<file path="src/rtl/pipe_stage_skid_reg.sv">
// Parametrised pipeline stage register with a one-entry skid buffer.
// Entries move on a valid/ready handshake. in_ready comes only from registered
// state, so no combinational path runs from out_ready to in_ready. A
// synchronous flush squashes everything held in the stage. A saturating
// counter records how many cycles the head entry was back-pressured.
module pipe_stage_skid_reg #(
  parameter int DATA_WIDTH = 32,
  parameter int CTRL_WIDTH = 8,
  parameter int CNT_WIDTH  = 16
) (
  input  logic                  clk,
  input  logic                  reset,
  input  logic                  flush,
  input  logic                  in_valid,
  output logic                  in_ready,
  input  logic [CTRL_WIDTH-1:0] in_ctrl,
  input  logic [DATA_WIDTH-1:0] in_data,
  output logic                  out_valid,
  input  logic                  out_ready,
  output logic [CTRL_WIDTH-1:0] out_ctrl,
  output logic [DATA_WIDTH-1:0] out_data,
  input  logic                  stat_clr,
  output logic [CNT_WIDTH-1:0]  stall_cycles
);

  typedef enum logic [1:0] {
    EMPTY = 2'd0,
    ONE   = 2'd1,
    TWO   = 2'd2
  } state_t;

  localparam logic [CNT_WIDTH-1:0] CNT_MAX = {CNT_WIDTH{1'b1}};

  state_t                state, state_next;
  logic [CTRL_WIDTH-1:0] main_ctrl, main_ctrl_next;
  logic [DATA_WIDTH-1:0] main_data, main_data_next;
  logic [CTRL_WIDTH-1:0] skid_ctrl, skid_ctrl_next;
  logic [DATA_WIDTH-1:0] skid_data, skid_data_next;

  logic accept;
  logic drain;

  assign in_ready  = (state != TWO);
  assign out_valid = (state != EMPTY);
  assign accept    = in_valid & in_ready;
  assign drain     = out_valid & out_ready;

  // The main slot is cleared whenever it is vacated. The gating below also
  // keeps the outputs at zero while the stage is empty.
  assign out_ctrl = out_valid ? main_ctrl : '0;
  assign out_data = out_valid ? main_data : '0;

  // Next-state and slot-update logic. Flush takes precedence over any handshake.
  always_comb begin
    // NOTE: every output of this block gets a default first, so a path that
    // skips an assignment still produces a defined value and no latch is inferred.
    state_next     = state;
    main_ctrl_next = main_ctrl;
    main_data_next = main_data;
    skid_ctrl_next = skid_ctrl;
    skid_data_next = skid_data;

    if (flush) begin
      state_next     = EMPTY;
      main_ctrl_next = '0;
      main_data_next = '0;
      skid_ctrl_next = '0;
      skid_data_next = '0;
    end else begin
      unique case (state)
        EMPTY: begin
          if (accept) begin
            main_ctrl_next = in_ctrl;
            main_data_next = in_data;
            state_next     = ONE;
          end
        end
        ONE: begin
          if (accept && drain) begin
            main_ctrl_next = in_ctrl;
            main_data_next = in_data;
          end else if (accept) begin
            skid_ctrl_next = in_ctrl;
            skid_data_next = in_data;
            state_next     = TWO;
          end else if (drain) begin
            main_ctrl_next = '0;
            main_data_next = '0;
            state_next     = EMPTY;
          end
        end
        TWO: begin
          if (drain) begin
            main_ctrl_next = skid_ctrl;
            main_data_next = skid_data;
            skid_ctrl_next = '0;
            skid_data_next = '0;
            state_next     = ONE;
          end
        end
        default: begin
          state_next     = EMPTY;
          main_ctrl_next = '0;
          main_data_next = '0;
          skid_ctrl_next = '0;
          skid_data_next = '0;
        end
      endcase
    end
  end

  // State and payload registers, all cleared by the synchronous reset.
  always_ff @(posedge clk) begin
    // NOTE: sequential state uses non-blocking assignments, so every register
    // samples values from before the clock edge, whatever the statement order.
    if (reset) begin
      // NOTE: the payload slots are reset on purpose. The outputs and the skid
      // slot must read as zero after reset, so these registers are not left free.
      state     <= EMPTY;
      main_ctrl <= '0;
      main_data <= '0;
      skid_ctrl <= '0;
      skid_data <= '0;
    end else begin
      state     <= state_next;
      main_ctrl <= main_ctrl_next;
      main_data <= main_data_next;
      skid_ctrl <= skid_ctrl_next;
      skid_data <= skid_data_next;
    end
  end

  // Stall-cycle counter: saturating, cleared by stat_clr, and not affected by flush.
  always_ff @(posedge clk) begin
    if (reset || stat_clr) begin
      stall_cycles <= '0;
    end else if (out_valid && !out_ready && (stall_cycles != CNT_MAX)) begin
      stall_cycles <= stall_cycles + 1'b1;
    end
  end

endmodule

</file>
<file path="config.mk">
export PLATFORM = sky130hd
export DESIGN_NAME = pipe_stage_skid_reg
export DESIGN_NICKNAME = d
export VERILOG_FILES = /design/src/rtl/pipe_stage_skid_reg.sv
export SDC_FILE = /design/constraint.sdc
export NUM_CORES = 1
export LEC_CHECK = 0
export CAP_MARGIN = 5
export CORE_MARGIN = 2
export CORE_UTILIZATION = 50
export DETAILED_ROUTE_END_ITERATION = 6
export PLACE_DENSITY = 0.86
export SYNTH_ARGS = -nofsm -noshare
export SYNTH_HDL_FRONTEND = slang
export SYNTH_SLANG_ARGS = --single-unit
</file>
<file path="constraint.sdc">
create_clock -name clk -period 2.5 [get_ports clk]
set_clock_uncertainty 0.2 [all_clocks]
set_input_delay 0.5 -clock clk [delete_from_list [all_inputs] [get_ports clk]]
set_output_delay 0.5 -clock clk [all_outputs]
set_load 0.02 [all_outputs]
</file>
==> run summary, run 1 <==
worst rel slew slack: 30.46%
Setup crit end kind: output pin
drt via density: 5.934
fmax: 410.7 MHz
clock sinks: 98
WHS Endpoint: skid_data[12]
Design Power: 3.192 mW
crit path DAT: 1.73 ns
Synth Instances: 479
port bufs: 103
syn avg cell area: 9.121 sq um
number of antenna-violating nets in the routed design: 0
CTS tree: yes
Fin. Hold Viols: 0
R2R Path End: main_data[23]
worst min-delay path class: flop to flop
Area after DPL: 0.005543 sq mm
Skew-Pair Late Insertion Delay: 0.36 ns
Core Area: 0.008593 sq mm
final wirelength: 11600 microns
Max Fanout on Critical Path: 10
Max Cap Violations: 0
Worst-path clk slew: 0.09 ns
run status: completed
Final min period: 2.435 ns
EDFF count, synth: 0
Tot GR Track Use: 24.14%
CP Launch Type: flop
total grt overflow: 0
layout cells sized above 1: 8.290%
Routability Congestion: 0.7531
antenna violations before repair: 0
number of synthesized register bits: 98
die area: 0.009502 sq mm
syn_nets: 526
Initial DRT Pass Iterations: 6
largest net degree at the start of global routing: 41
Tcrit/Tclk final: 97.38%
Inserted Diodes: 0
CTS max path bufs: 2
vias in the first global route: 4039
Rows: 34
synthesized cell area: 0.004369 sq mm
Post-DP HPWL: 7214 microns
Initial DRC Count: 294
final core utilization: 68.64%
max-slew violations: 0
Req. time, crit path: 1.80 ns
Die W: 97.48 microns
cts bufs inserted: 9
kind of critical path: flop to output pin
origin of the critical flop-to-flop path: state[0]
DR WL/cell: 16.89 microns
slowest stage delay, CP: 0.61 ns
hold_sp: skid_data[12]
io pins: 104
leakage power: 2.256 nW
DR vias: 4077
die height: 97.48 microns
worst-margin pin slew: 1.041 ns
NumNets Final: 621
Synth Flop Type: dfxtp_1
YS warnings: 0
first-pass GRT wire length: 18970 microns
fillers: 661
Layout area overhead: 34.99%
H-tree depth: 3
Hold Path Depth: 2
post-synth cell types: 37
worst path cell trace: nor2_4 -> buf_12 -> nor2b_1 -> clkdlybuf4s50_1
register area share after synthesis: 44.90%
clk root buf: clkbuf_8
effective utilization at floorplan: 50.84%
Slowest cell on crit path: clkdlybuf4s50_1
drt drc: 0
pwr dens: 541.1 mW/mm^2
hold_buf cts: 0
reg-to-reg slack, setup: 0.29 ns
Final Cell Area: 0.005898 sq mm
final setup fails: 0
reg2reg path depth: 5
asr flop ratio synth: 0%
VDD IR max: 0.0003690 V
==> logic make-up after synthesis <==
group,after synthesis,share of synthesized area (%)
buffers and inverters,44,4.353
AND/OR/NAND/NOR,218,25.83
flip-flops,98,44.90
AO/OA/AOI/OAI,74,14.58
adder cells (fa/ha/maj),1,0.2863
XOR/XNOR,1,0.2005
multiplexers,43,9.851
==> placed cells by master, fill, tap and decap left out, drive strengths merged, types with 4 or more instances in the layout <==
master,n
nand3,5
o21ai,7
nor2,93
clkbuf,9
buf,18
dfxtp,98
or4,4
and2,40
dlymetal6s2s,14
clkdlybuf4s50,88
or3,6
nand4,5
nand2,8
a222oi,40
a21oi,11
inv,5
mux2i,43
nor2b,43
==> per-layer routing <==
layer | track usage, % | vias to the layer above | routed length (microns) | share of wire (%)
met3 | 5.683 | 10 | 727 | 6.3
met1 | 29.46 | 2001 | 4886 | 42
met4 | 6.944 | 0 | 120 | 1.0
met5 | 0 | - | 0 | 0
li1 | - | 1913 | - | -
met2 | 42.39 | 153 | 5865 | 51
==> timing repair <==
action | 4_1_cts | 5_1_grt
cloned | 3 | 0
resized for setup | 8 | 14
pin swaps | 3 | 2
buffers inserted | 0 | 2
endpoints found under the setup margin | 42 | 25
==> stage by stage <==
| stage | instances | setup slack [ns] | setup TNS, ns | hold WS [ns] |
|---|---|---|---|---|
| 3_5_place_dp | 666 | -0.1464 | -5.211 | 0.2877 |
| 6_report | 687 | 0.06538 | 0 | 0.3065 |
| 3_3_place_gp | 666 | -0.04341 | -1.077 | 0.2732 |
| 2_1_floorplan | 479 | 0.4387 | 0 | 0.2614 |
| 5_1_grt | 687 | -0.002646 | -0.002646 | 0.3344 |
| 4_1_cts | 685 | 0.002045 | 0 | 0.3114 |
==> how the worst max path moves through the flow <==
stage | start | to | slack [ns] | cells past startpoint
final | state[1] | out_ctrl[3] | 0.07 | 4
after global routing | state[1] | out_data[29] | -0.003 | 4
after CTS | state[0] | out_ctrl[2] | 0.002 | 3
after detailed placement | out_ready | main_ctrl[0] | -0.15 | 5
after global placement | state[1] | out_data[23] | -0.04 | 3
after floorplan | stall_cycles[0] | stall_cycles[9] | 0.44 | 5
==> sequential cells by signal, summed over array words and instances, names as in the netlist <==
| register | count |
|---|---|
| state | 2 |
| skid_data | 32 |
| main_ctrl | 8 |
| skid_ctrl | 8 |
| main_data | 32 |
| stall_cycles | 16 |
==> layout make-up <==
| class | instances | area, sq um | area share, % |
|---|---|---|---|
| clock buffers | 9 | 123.9 | 2.100 |
| inverters | 4 | 15.01 | 0.2546 |
| multi-input cells | 340 | 2276 | 38.59 |
| well taps | 108 | 135.1 | 2.291 |
| flip-flops and latches | 98 | 1969 | 33.39 |
| repair buffers | 121 | 1262 | 21.40 |
| clock inverters | 7 | 116.4 | 1.973 |
==> worst max-delay path: cells and delay by family (launching register included) <==
kind | cells | cell delay (ns)
flip-flops | 1 | 0.44
buffers and inverters | 2 | 0.75
AND/OR/NAND/NOR | 2 | 0.18
==> where the power goes <==
group          switching, mW  internal, mW
combinational          0.184         0.189
sequential            0.0162          1.58
clock                  0.555         0.665
==> cell usage after synthesis (4+ instances only) <==
library cell | instances | area, sq um
buf_2 | 14 | 70.07
or4_1 | 4 | 30.03
inv_1 | 4 | 15.01
clkbuf_1 | 25 | 93.84
nand2_1 | 8 | 30.03
o21ai_0 | 7 | 35.03
a222oi_1 | 40 | 400.4
mux2i_1 | 43 | 430.4
and2_1 | 40 | 250.2
nor2_1 | 90 | 337.8
a21oi_1 | 11 | 55.05
dfxtp_1 | 98 | 1962
nor2b_1 | 43 | 269.0
nand4_1 | 5 | 31.28
nand3_1 | 5 | 25.02
or3_1 | 6 | 37.54
No activity file was read; power rests on OpenSTA's default activity.
==> run 2: changes to the inputs <==
--- a/config.mk
+++ b/config.mk
@@ -6,6 +6,7 @@
 export NUM_CORES = 1
 export LEC_CHECK = 0
 export CAP_MARGIN = 5
+export CORE_ASPECT_RATIO = 1.1
 export CORE_MARGIN = 2
 export CORE_UTILIZATION = 50
 export DETAILED_ROUTE_END_ITERATION = 6
==> run 2 against run 1 <==
Effect of this change: the run now ends with DRC left; utilization down 0.12 points; register-to-register slack better by 0.06 ns; sequential share of layout area up 0.49 points; first-iteration DRC count up 23%; combinational power down 5%; largest power group unchanged; sequential cell count unchanged; die area about the same; hold slack better by 0.0016 ns; design area down 1.8%.
==> run summary, run 2 (synthesis gave the netlist of run 1 again) <==
run status: finished, violations left
failing checks: DRC
first-pass GRT wire length: 17710 microns
largest net degree at the start of global routing: 51
clock sinks: 98
pre-CTS WS: -0.03347 ns
Post-DP HPWL: 7315 microns
Worst-path clk slew: 0.09 ns
Initial DRC Count: 362
Hold Path Depth: 2
number of antenna-violating nets in the routed design: 0
fillers: 664
worst min-delay path class: flop to flop
leakage power: 2.474 nW
io pins: 104
max-slew violations: 0
Initial DRT Pass Iterations: 7
Die W: 93.13 microns
crit path DAT: 1.70 ns
Tcrit/Tclk final: 96.10%
cell family with most CP delay: buffers and inverters
die area: 0.009503 sq mm
cts bufs inserted: 9
reg-to-reg slack, setup: 0.35 ns
fmax: 416.3 MHz
H-tree depth: 3
Routability Congestion: 0.8373
biggest regs: main_data: 32 flops, skid_data: 32 flops, stall_cycles: 16 flops
area occupied by multi-input gates: 0.002241 sq mm
commonest non-fill, non-tap cell in the layout: dfxtp_1
NumNets Final: 619
antenna violations before repair: 0
layout cells sized above 1: 7.452%
port bufs: 103
worst-margin pin slew: 0.9954 ns
final setup fails: 0
hold_buf cts: 0
Inserted Diodes: 0
Setup crit end kind: output pin
Slowest cell on crit path: clkdlybuf4s50_1
CP Buf/Inv Count: 3
Req. time, crit path: 1.80 ns
timing endpoint of the critical path: out_valid
CTS tree: yes
reg2reg path depth: 5
origin of the critical flop-to-flop path: state[1]
DR vias: 3959
Area after DPL: 0.005568 sq mm
WP depth: 4
RSZ-0062 raised after global routing: no
Final Cell Area: 0.005791 sq mm
slowest stage delay, CP: 0.54 ns
final wirelength: 10960 microns
Layout area overhead: 32.53%
worst path cell trace: nor2_4 -> buf_4 -> inv_1 -> clkdlybuf4s50_1
Fin. Hold Viols: 0
Final min period: 2.402 ns
Max Cap Violations: 0
total grt overflow: 0
Tot GR Track Use: 23.11%
VDD IR max: 0.0003205 V
kind of critical path: flop to output pin
Max Fanout on Critical Path: 23
effective utilization at floorplan: 51.70%
R2R Path End: main_data[27]
Rows: 35
drt via density: 5.754
setup ws final: 0.09760 ns
post-CTS setup buffer count: 0
die height: 102.0 microns
pwr dens: 504.2 mW/mm^2
sequential cell area: 0.001962 sq mm
commonest non-fill, non-tap cells in the layout: dfxtp_1, nor2_1, clkdlybuf4s50_1
CTS max path bufs: 2
CP Launch Type: flop
Core Area: 0.008452 sq mm
drt drc: 2
clk root buf: clkbuf_8
Skew-Pair Late Insertion Delay: 0.37 ns
vias in the first global route: 3848
DR WL/cell: 15.93 microns
Critical Path Source: state[1]
worst rel slew slack: 33.48%
## run 2: changes by cell type in the layout (fill, tap and decap cells not counted), sizes merged
cell           before  now
dlymetal6s2s       14   24
inv                 5    8
clkinvlp            1    0
nor2               93   90
clkdlybuf4s50      88   62
clkinv              2    3
bufinv              3    0
buf                18   19
dlygate4sd2         1   17
## run 2: final cells by class
cell class                 instances  share of cell area, %
tap                              111                  2.398
clock inverter                     7                  1.037
sequential                        98                  33.88
clock buffer                       9                  2.139
timing repair buffer             122                  21.59
multi-input combinational        337                  38.70
inverter                           4                 0.2593
## run 2: per-layer routing
metal	share of wire, %	GRT usage (%)	vias up
met4	1.2	7.919	0
li1	-	-	1907
met1	43	28.99	1899
met2	50	39.74	144
met5	0	0	-
met3	6.0	4.941	9
## run 2: through the flow
stage	cells	total power [mW]	utilization, %	setup TNS, ns	hold WS (ns)
6_report	688	2.919	68.51	0	0.3080
5_1_grt	688	3.036	68.51	0	0.3286
4_1_cts	688	2.941	67.80	0	0.3073
3_5_place_dp	672	1.988	65.88	-0.1188	0.2850
3_3_place_gp	672	1.977	65.88	0	0.2707
2_1_floorplan	479	1.827	-	0	0.2614
## run 2: worst min path at each step
stage,startpoint,end,slack [ns]
2_1_floorplan,skid_ctrl[0],skid_ctrl[0],0.26
3_3_place_gp,skid_data[17],main_data[17],0.27
3_5_place_dp,skid_data[1],main_data[1],0.29
4_1_cts,skid_data[1],main_data[1],0.31
5_1_grt,skid_ctrl[4],main_ctrl[4],0.33
6_report,skid_ctrl[0],skid_ctrl[0],0.31
## run 2: timing repair
action | in CTS | in global routing
resized for setup | 17 | 24
endpoints found under the hold margin | 0 | 0
endpoints found under the setup margin | 17 | 24
## run 2: power breakdown
| part | internal (mW) | switching [mW] | total [mW] |
|---|---|---|---|
| clock network | 0.381 | 0.586 | 0.967 |
| registers | 1.58 | 0.0133 | 1.60 |
| logic | 0.178 | 0.176 | 0.354 |
## run 2: worst min-delay path: cells and delay by family, from the launching register on
family	cells	cell delay (ns)
flops	1	0.34
simple gates	1	0.07
mux	1	0.07
==> run 3: changes to the inputs <==
--- a/config.mk
+++ b/config.mk
@@ -6,7 +6,7 @@
 export NUM_CORES = 1
 export LEC_CHECK = 0
 export CAP_MARGIN = 5
-export CORE_ASPECT_RATIO = 1.1
+export CORE_ASPECT_RATIO = 1.25
 export CORE_MARGIN = 2
 export CORE_UTILIZATION = 50
 export DETAILED_ROUTE_END_ITERATION = 6
==> run 3 against run 2 <==
Effect of this change: the run now ends clean; combinational power rose by 1%; clock-buffer cell count rose by 4; sequential cell count did not move; critical path depth did not move; sequential share of layout area barely moved; register-to-register slack got worse by 0.03 ns; utilization fell by 1.2 points; routed wire length rose by 0.15%; non-clock buffer count fell by 1; fmax fell by 2.1%; design area barely moved; die area barely moved; critical path type unchanged; largest power group unchanged.
==> run summary, run 3 (synthesis gave the netlist of run 1 again) <==
DR WL/cell: 15.81 microns
worst path cell trace: nor2_4 -> buf_12 -> nor2b_1 -> clkdlybuf4s50_1
run status: completed
fmax: 407.4 MHz
effective utilization at floorplan: 50.77%
Worst-path clk slew: 0.09 ns
Req. time, crit path: 1.80 ns
port bufs: 103
crit path DAT: 1.75 ns
NumNets Final: 618
Setup crit end kind: output pin
layout cells sized above 1: 6.969%
final hold slack: 0.3062 ns
final wirelength: 10970 microns
CTS tree: yes
Layout area overhead: 32.62%
biggest regs: main_data: 32 flops, skid_data: 32 flops, stall_cycles: 16 flops
Max Fanout on Critical Path: 26
vias in the first global route: 3785
worst-margin pin slew: 0.9649 ns
CTS max path bufs: 2
Initial DRT Pass Iterations: 5
CP Launch Type: flop
cell family with most CP delay: buffers and inverters
Routability Congestion: 0.8442
Design Power: 2.918 mW
final setup fails: 0
die area: 0.009507 sq mm
dpl cells: 680
Inserted Diodes: 0
Max Cap Violations: 0
Tcrit/Tclk final: 98.19%
hold_buf cts: 0
Rows: 38
antenna violations before repair: 0
die height: 108.5 microns
commonest non-fill, non-tap cells in the layout: dfxtp_1, clkdlybuf4s50_1, nor2_1
final cell count without fillers: 694
worst rel slew slack: 35.52%
fillers: 687
leakage power: 2.190 nW
Skew-Pair Late Insertion Delay: 0.36 ns
number of antenna-violating nets in the routed design: 0
Tot GR Track Use: 23.26%
max-slew violations: 0
setup ws final: 0.04521 ns
Slowest cell on crit path: clkdlybuf4s50_1
final core utilization: 67.33%
io pins: 104
clk root buf: clkbuf_8
Initial DRC Count: 306
worst min-delay path class: flop to flop
slowest stage delay, CP: 0.63 ns
total grt overflow: 0
kind of critical path: flop to output pin
pwr dens: 503.7 mW/mm^2
clock sinks: 98
CP Buf/Inv Count: 2
post-CTS setup buffer count: 0
Core Area: 0.008606 sq mm
RSZ-0062 raised after global routing: no
Fin. Hold Viols: 0
DR vias: 3997
largest net degree at the start of global routing: 42
drt via density: 5.759
Die W: 87.61 microns
first-pass GRT wire length: 17400 microns
commonest non-fill, non-tap cell in the layout: dfxtp_1
H-tree depth: 3
VDD IR max: 0.0003710 V
pre-CTS WS: -0.1372 ns
drt drc: 0
cts bufs inserted: 9
Post-DP HPWL: 7360 microns
Final min period: 2.455 ns
run 3: what timing repair did:
action | in CTS | in global routing
cloned | 0 | 0
resized for setup | 1 | 13
setup endpoints to repair | 1 | 13
run 3: cell type report:
type / instances / area, sq um / area share, %
Multi-Input combinational cell: 337 / 2242 / 38.70
Sequential cell: 98 / 1962 / 33.86
Timing Repair Buffer: 121 / 1247 / 21.53
Clock buffer: 13 / 168.9 / 2.915
Tap cell: 120 / 150.1 / 2.591
Inverter: 4 / 15.01 / 0.2591
Clock inverter: 1 / 8.758 / 0.1512
run 3: through the flow:
stage                     TNS [ns]  instance area [sq um]
final                            0                   5794
after global routing             0                   5794
after CTS                        0                   5762
after detailed placement    -2.910                   5585
after global placement    -0.03516                   5585
after floorplan                  0                   4369
run 3: final timing paths:
check                                        to       startpoint  depth (start not counted)  slack, ns
worst max-delay path               out_data[17]         state[1]                          4       0.05
worst min-delay path              skid_data[14]    skid_data[14]                          2       0.31
worst max register to register  stall_cycles[4]  stall_cycles[0]                          6       0.32
worst min register to register    skid_data[14]    skid_data[14]                          2       0.31
run 3: where the power goes:
group / internal [mW] / total [mW] / switching, mW
clock: 0.438 / 0.962 / 0.524
sequential: 1.58 / 1.60 / 0.0130
combinational: 0.183 / 0.359 / 0.176
total: 2.20 / 2.92 / 0.713
run 3: per-layer routing:
metal | wire length, microns | GRT usage [%] | share of wire (%) | up-vias
met5 | 0 | 0 | 0 | -
met4 | 191 | 9.341 | 1.7 | 0
met3 | 670 | 5.344 | 6.1 | 20
met2 | 5602 | 40.80 | 51 | 144
met1 | 4509 | 27.01 | 41 | 1929
li1 | - | - | - | 1904
run 3: worst reg2reg max path, delay by kind of cell, from the launching register on:
kind | cells | cell delay, ns
adders and majority gates | 1 | 0.26
and+or+nand+nor | 2 | 0.60
DFF | 1 | 0.38
buffers and inverters | 1 | 0.20
AOI/OAI and AO/OA | 2 | 0.47
